### src/rtl/alu_result_stage.sv
// alu_result_stage: capture stage behind the combinational ALU.
// Ordinary ops land in ZHI/ZLO on the issue edge. mul/div first wait
// MULDIV_WAIT edges for the deep multiplier/divider to settle, then
// update ZHI/ZLO and HI/LO together. A priority mux drives one of the
// four result words onto the 32-bit datapath bus.
// Optional build macro: ALU_RESULT_ZFLAG_EN adds zflag/nflag outputs.
module alu_result_stage #(
  parameter int MULDIV_WAIT = 4,
  parameter int OPW         = 5
) (
  input  logic           clk,
  input  logic           clr,
  input  logic           issue,
  input  logic [OPW-1:0] opcode,
  input  logic [63:0]    c_in,
  output logic           busy,
  output logic           done,
  output logic           issue_drop,
  output logic [31:0]    zhi,
  output logic [31:0]    zlo,
  output logic [31:0]    hi,
  output logic [31:0]    lo,
  input  logic           zlo_oe,
  input  logic           zhi_oe,
  input  logic           lo_oe,
  input  logic           hi_oe,
  output logic [31:0]    bus_out,
  output logic           bus_drv
`ifdef ALU_RESULT_ZFLAG_EN
  ,
  output logic           zflag,
  output logic           nflag
`endif
);

  localparam logic [OPW-1:0] OP_MUL  = OPW'(5'b01110);
  localparam logic [OPW-1:0] OP_DIV  = OPW'(5'b01111);
  localparam logic [OPW-1:0] OP_NOP  = OPW'(5'b11001);
  localparam logic [OPW-1:0] OP_HALT = OPW'(5'b11010);

  // Four bits cover the whole 1..15 settle range.
  localparam logic [3:0] CNT_LOAD = 4'(MULDIV_WAIT - 1);

  typedef enum logic {
    S_IDLE = 1'b0,
    S_WAIT = 1'b1
  } state_t;

  state_t         state_q;
  logic [3:0]     cnt_q;
  logic [OPW-1:0] opLatched_q;
  logic [31:0]    zhi_q;
  logic [31:0]    zlo_q;
  logic [31:0]    hi_q;
  logic [31:0]    lo_q;
  logic           done_q;
  logic           drop_q;
`ifdef ALU_RESULT_ZFLAG_EN
  logic           zflag_q;
  logic           nflag_q;
`endif

  logic issueMulDiv;
  logic issueNoCapture;
  logic latchedMulDiv;

  assign issueMulDiv    = (opcode == OP_MUL) || (opcode == OP_DIV);
  assign issueNoCapture = (opcode == OP_NOP) || (opcode == OP_HALT);
  // The latched opcode guards the HI/LO commit so only a genuine mul/div
  // that entered WAIT can ever write them.
  assign latchedMulDiv  = (opLatched_q == OP_MUL) || (opLatched_q == OP_DIV);

  // Capture FSM: result registers, settle counter and the done/drop pulses.
  always_ff @(posedge clk) begin
    if (!clr) begin
      state_q     <= S_IDLE;
      cnt_q       <= 4'd0;
      opLatched_q <= '0;
      zhi_q       <= 32'd0;
      zlo_q       <= 32'd0;
      hi_q        <= 32'd0;
      lo_q        <= 32'd0;
      done_q      <= 1'b0;
      drop_q      <= 1'b0;
`ifdef ALU_RESULT_ZFLAG_EN
      zflag_q     <= 1'b0;
      nflag_q     <= 1'b0;
`endif
    end else begin
      done_q <= 1'b0;
      drop_q <= 1'b0;
      case (state_q)
        S_IDLE: begin
          if (issue) begin
            if (issueMulDiv) begin
              opLatched_q <= opcode;
              cnt_q       <= CNT_LOAD;
              state_q     <= S_WAIT;
            end else if (issueNoCapture) begin
              done_q <= 1'b1;
            end else begin
              zhi_q  <= c_in[63:32];
              zlo_q  <= c_in[31:0];
              done_q <= 1'b1;
`ifdef ALU_RESULT_ZFLAG_EN
              zflag_q <= (c_in == 64'd0);
              nflag_q <= c_in[31];
`endif
            end
          end
        end
        S_WAIT: begin
          if (issue) begin
            drop_q <= 1'b1;
          end
          if (cnt_q != 4'd0) begin
            cnt_q <= cnt_q - 4'd1;
          end else begin
            zhi_q <= c_in[63:32];
            zlo_q <= c_in[31:0];
            if (latchedMulDiv) begin
              hi_q <= c_in[63:32];
              lo_q <= c_in[31:0];
            end
`ifdef ALU_RESULT_ZFLAG_EN
            zflag_q <= (c_in == 64'd0);
            nflag_q <= c_in[63];
`endif
            state_q <= S_IDLE;
            done_q  <= 1'b1;
          end
        end
        default: begin
          state_q <= S_IDLE;
        end
      endcase
    end
  end

  // Datapath bus mux: fixed priority zlo > zhi > lo > hi, zero when idle.
  always_comb begin
    bus_out = 32'd0;
    if (zlo_oe) begin
      bus_out = zlo_q;
    end else if (zhi_oe) begin
      bus_out = zhi_q;
    end else if (lo_oe) begin
      bus_out = lo_q;
    end else if (hi_oe) begin
      bus_out = hi_q;
    end
  end

  assign bus_drv    = zlo_oe | zhi_oe | lo_oe | hi_oe;
  assign busy       = (state_q == S_WAIT);
  assign done       = done_q;
  assign issue_drop = drop_q;
  assign zhi        = zhi_q;
  assign zlo        = zlo_q;
  assign hi         = hi_q;
  assign lo         = lo_q;
`ifdef ALU_RESULT_ZFLAG_EN
  assign zflag      = zflag_q;
  assign nflag      = nflag_q;
`endif

endmodule

### config.mk
export PLATFORM = sky130hd
export DESIGN_NAME = alu_result_stage
export DESIGN_NICKNAME = d
export VERILOG_FILES = /design/src/rtl/alu_result_stage.sv
export SDC_FILE = /design/constraint.sdc
export NUM_CORES = 1
export LEC_CHECK = 0
export ABC_AREA = 1
export CAP_MARGIN = 20
export CORE_ASPECT_RATIO = 1.75
export CORE_MARGIN = 4
export CORE_UTILIZATION = 51
export CTS_BUF_LIST = sky130_fd_sc_hd__clkbuf_8
export DETAILED_ROUTE_END_ITERATION = 10
export PLACE_DENSITY = 0.95
export SETUP_SLACK_MARGIN = 0.15
export SLEW_MARGIN = 20
export SYNTH_ARGS = -nofsm -noshare
export SYNTH_HDL_FRONTEND = slang
export SYNTH_SLANG_ARGS = --single-unit
export TNS_END_PERCENT = 5
### constraint.sdc
create_clock -name clk -period 3 [get_ports clk]
set_input_delay 0.6 -clock clk [delete_from_list [all_inputs] [get_ports clk]]
set_output_delay 0.6 -clock clk [all_outputs]
set_load 0.01 [all_outputs]
==> results.tsv <==
metric	value	unit
wire_per_inst	19.14	µm
postCtsSetupBuffers	0	
drive_gt1_share	5.016	%
min_period_over_period	92.45	%
yosysTopAreaCell	dfxtp_1	
via_per_inst	5.619	
switching_share	29.11	%
grt_pass1_vias	7640	
grt_setup_unrepaired	no	
cts.path.max_buffers	2	
htreeDepth	4	
p_leak	0.004677	µW
power.switching	1309	µW
grtUsageTotal	34.48	%
yosysUniqueCellTypes	21	
dr_total_vias	7906	
critPathRequiredTime	2.40	ns
ant_nets	0	
crit_type	in -> out	
period_needed	2.773	ns
maxCapViolCount	0	
drc	0	
layout.nets	1302	
fmax	0.3606	GHz
multi_input_area	0.002890	mm²
postSynthCellCount	1022	
ys_seq_area_share	40.73	%
die_h	161.1	µm
cts_tree	yes	
fp.coreArea	0.01301	mm²
endpoint_kind	output port	
drt-total-wl	26930	µm
finalSetupViolCount	0	
status	finished clean	
synth_area	0.006833	mm²
dp_hpwl	18860	µm
drt_iter0_markers	600	
regArea	0.002783	mm²
worst_pin_slew	0.6267	ns
holdBufCountCts	0	
pin_count	240	
ys_ff_latch	139	
postCtsResizedCells	32	
ys_warn_count	0	
grt_max_degree	101	
power-per-cell-area	462.1	mW/mm²
finalHoldViolations	0	
drt_first_pass_iters	8	
die_w	95.50	µm
avgSynthCellArea	6.686	µm²
antenna_found_initial	1	
p_seq_share	44.3	%
slew_violations	0	
cp-start-kind	primary input	
synth_top_area_share	40.73	%
syn_to_final_growth	42.48	%
internal_power	3189	µW
cts-root-buf	clkbuf_8	
dieArea	0.01539	mm²
clkPwrFrac	35.5	%
cts_buffers	17	
grt_pass1_wl	40440	µm
overflow	0	
final_core_util	74.85	%
gp_congestion	0.9319	
arrival	2.17	ns
cp_max_fo	24	
vdd_drop_max	0.3306	mV
clk_pin_slew	0.08	ns
synth_area_leaders	dfxtp_1 (41%), inv_1 (11%), nand2_1 (11%)	
tns	0	ns
min_path_type	reg -> reg	
combPwrFrac	20.2	%
clock_sinks	139	
clock_skew	0.009374	ns
clock_latency	0.43	ns
syn_nets	1100	
io_buffers	239	
antenna_cells	0	
rows	55	
n_fill_cell	915	
start_util	52.53	%
slew_headroom	58.22	%
cell usage in the layout, fill, tap and decap left out:
master           Yosys  final
buf_4               13     15
o21ai_0             61     61
o22ai_1              7      7
nand3_2              0      2
bufinv_16            0      3
nand3_4              1      1
a21oi_1             97     97
o21ai_1             10     10
nor3_1               3      3
a31oi_1              7      7
dlygate4sd2_1        0     32
inv_6                0      3
o211ai_1            25     25
inv_1              209    208
nor2_4               0      1
nand2_1            207    207
buf_12               0     10
clkdlybuf4s50_1      0    205
clkinv_2             0      2
buf_2               35      1
clkinvlp_4           0      3
nand4_1             65     65
a22oi_1             25     25
clkinv_1             0      1
clkbuf_8             0     18
nor2_1              75     74
nand2_2              1      1
clkinv_4             0      2
dfxtp_1            139    139
nand3_1              8      6
ha_1                 2      2
critical path, cell delays in order:
cell and delay [ns]:
clkdlybuf4s50_1 0.48, clkinv_1 0.10, buf_12 0.17, buf_4 0.16
nand2_1 0.06, o211ai_1 0.09, a22oi_1 0.18, dlygate4sd2_1 0.32
power by group through the flow:
stage	Combinational, µW	Sequential, µW	Clock, µW
after floorplan	413	2050	0
after global routing	988	2000	1690
after detailed placement	920	2030	0
after CTS	898	1990	1620
after global placement	904	2030	0
final	909	1990	1600
per-layer routing:
metal	part of all wire [%]	up-vias	track usage, %
met2	50	551	58.05
met5	0.056	-	0
met3	10	125	8.760
li1	-	3652	-
met4	8.3	2	26.23
met1	32	3576	35.66
per-stage QoR:
step / setup WS [ns] / power (µW) / hold slack, ns / std cells / cell area [µm²]
2_1_floorplan: 0.8734 / 2458 / 0.4153 / 1022 / 6833
3_3_place_gp: 0.007778 / 2932 / 0.4351 / 1376 / 9361
3_5_place_dp: -0.007174 / 2952 / 0.4373 / 1376 / 9361
4_1_cts: 0.2317 / 4503 / 0.4507 / 1407 / 9736
5_1_grt: 0.1551 / 4673 / 0.4731 / 1407 / 9736
6_report: 0.2266 / 4499 / 0.4483 / 1407 / 9736
synth_stat cells, drive strengths merged:
library cell  count
inv             209
a21oi            97
o21ai            71
dfxtp           139
nand3             9
a22oi            25
buf              53
ha                2
o22ai             7
clkbuf           27
o211ai           25
nor2             75
a31oi             7
nor3              3
nand2           208
nand4            65
logic make-up after synthesis:
logic type	count (synthesis)	share of synthesized area, %
buffers and inverters	289	17.23
AOI/OAI and AO/OA	232	19.08
DFF	139	40.73
adders and majority gates	2	0.3662
and+or+nand+nor	360	22.60
state kept, by name, summed over array words and instances (netlist names):
register     flops
hi              32
lo              32
zhi             32
zlo             32
cnt_q            4
opLatched_q      4
busy             1
done             1
issue_drop       1
worst paths after layout:
path	slack [ns]	to	start	depth (start not counted)
max	0.23	bus_out[4]	lo_oe	8
min	0.45	opLatched_q[4]$_SDFFE_PN0P_	opLatched_q[4]$_SDFFE_PN0P_	2
max reg2reg	0.94	zlo[10]$_SDFFE_PN0P_	cnt_q[0]$_SDFFE_PN0P_	9
min reg2reg	0.45	opLatched_q[4]$_SDFFE_PN0P_	opLatched_q[4]$_SDFFE_PN0P_	2
final cells by class:
cell class                 count  share of cell area, %
multi-input combinational    594                  29.69
sequential                   139                  28.58
timing repair buffer         263                  27.22
inverter                     209                  8.058
clock buffer                  18                  2.545
tap                          171                  2.198
clock inverter                13                  1.709
Note: power is estimated with default switching activity, not from simulation.
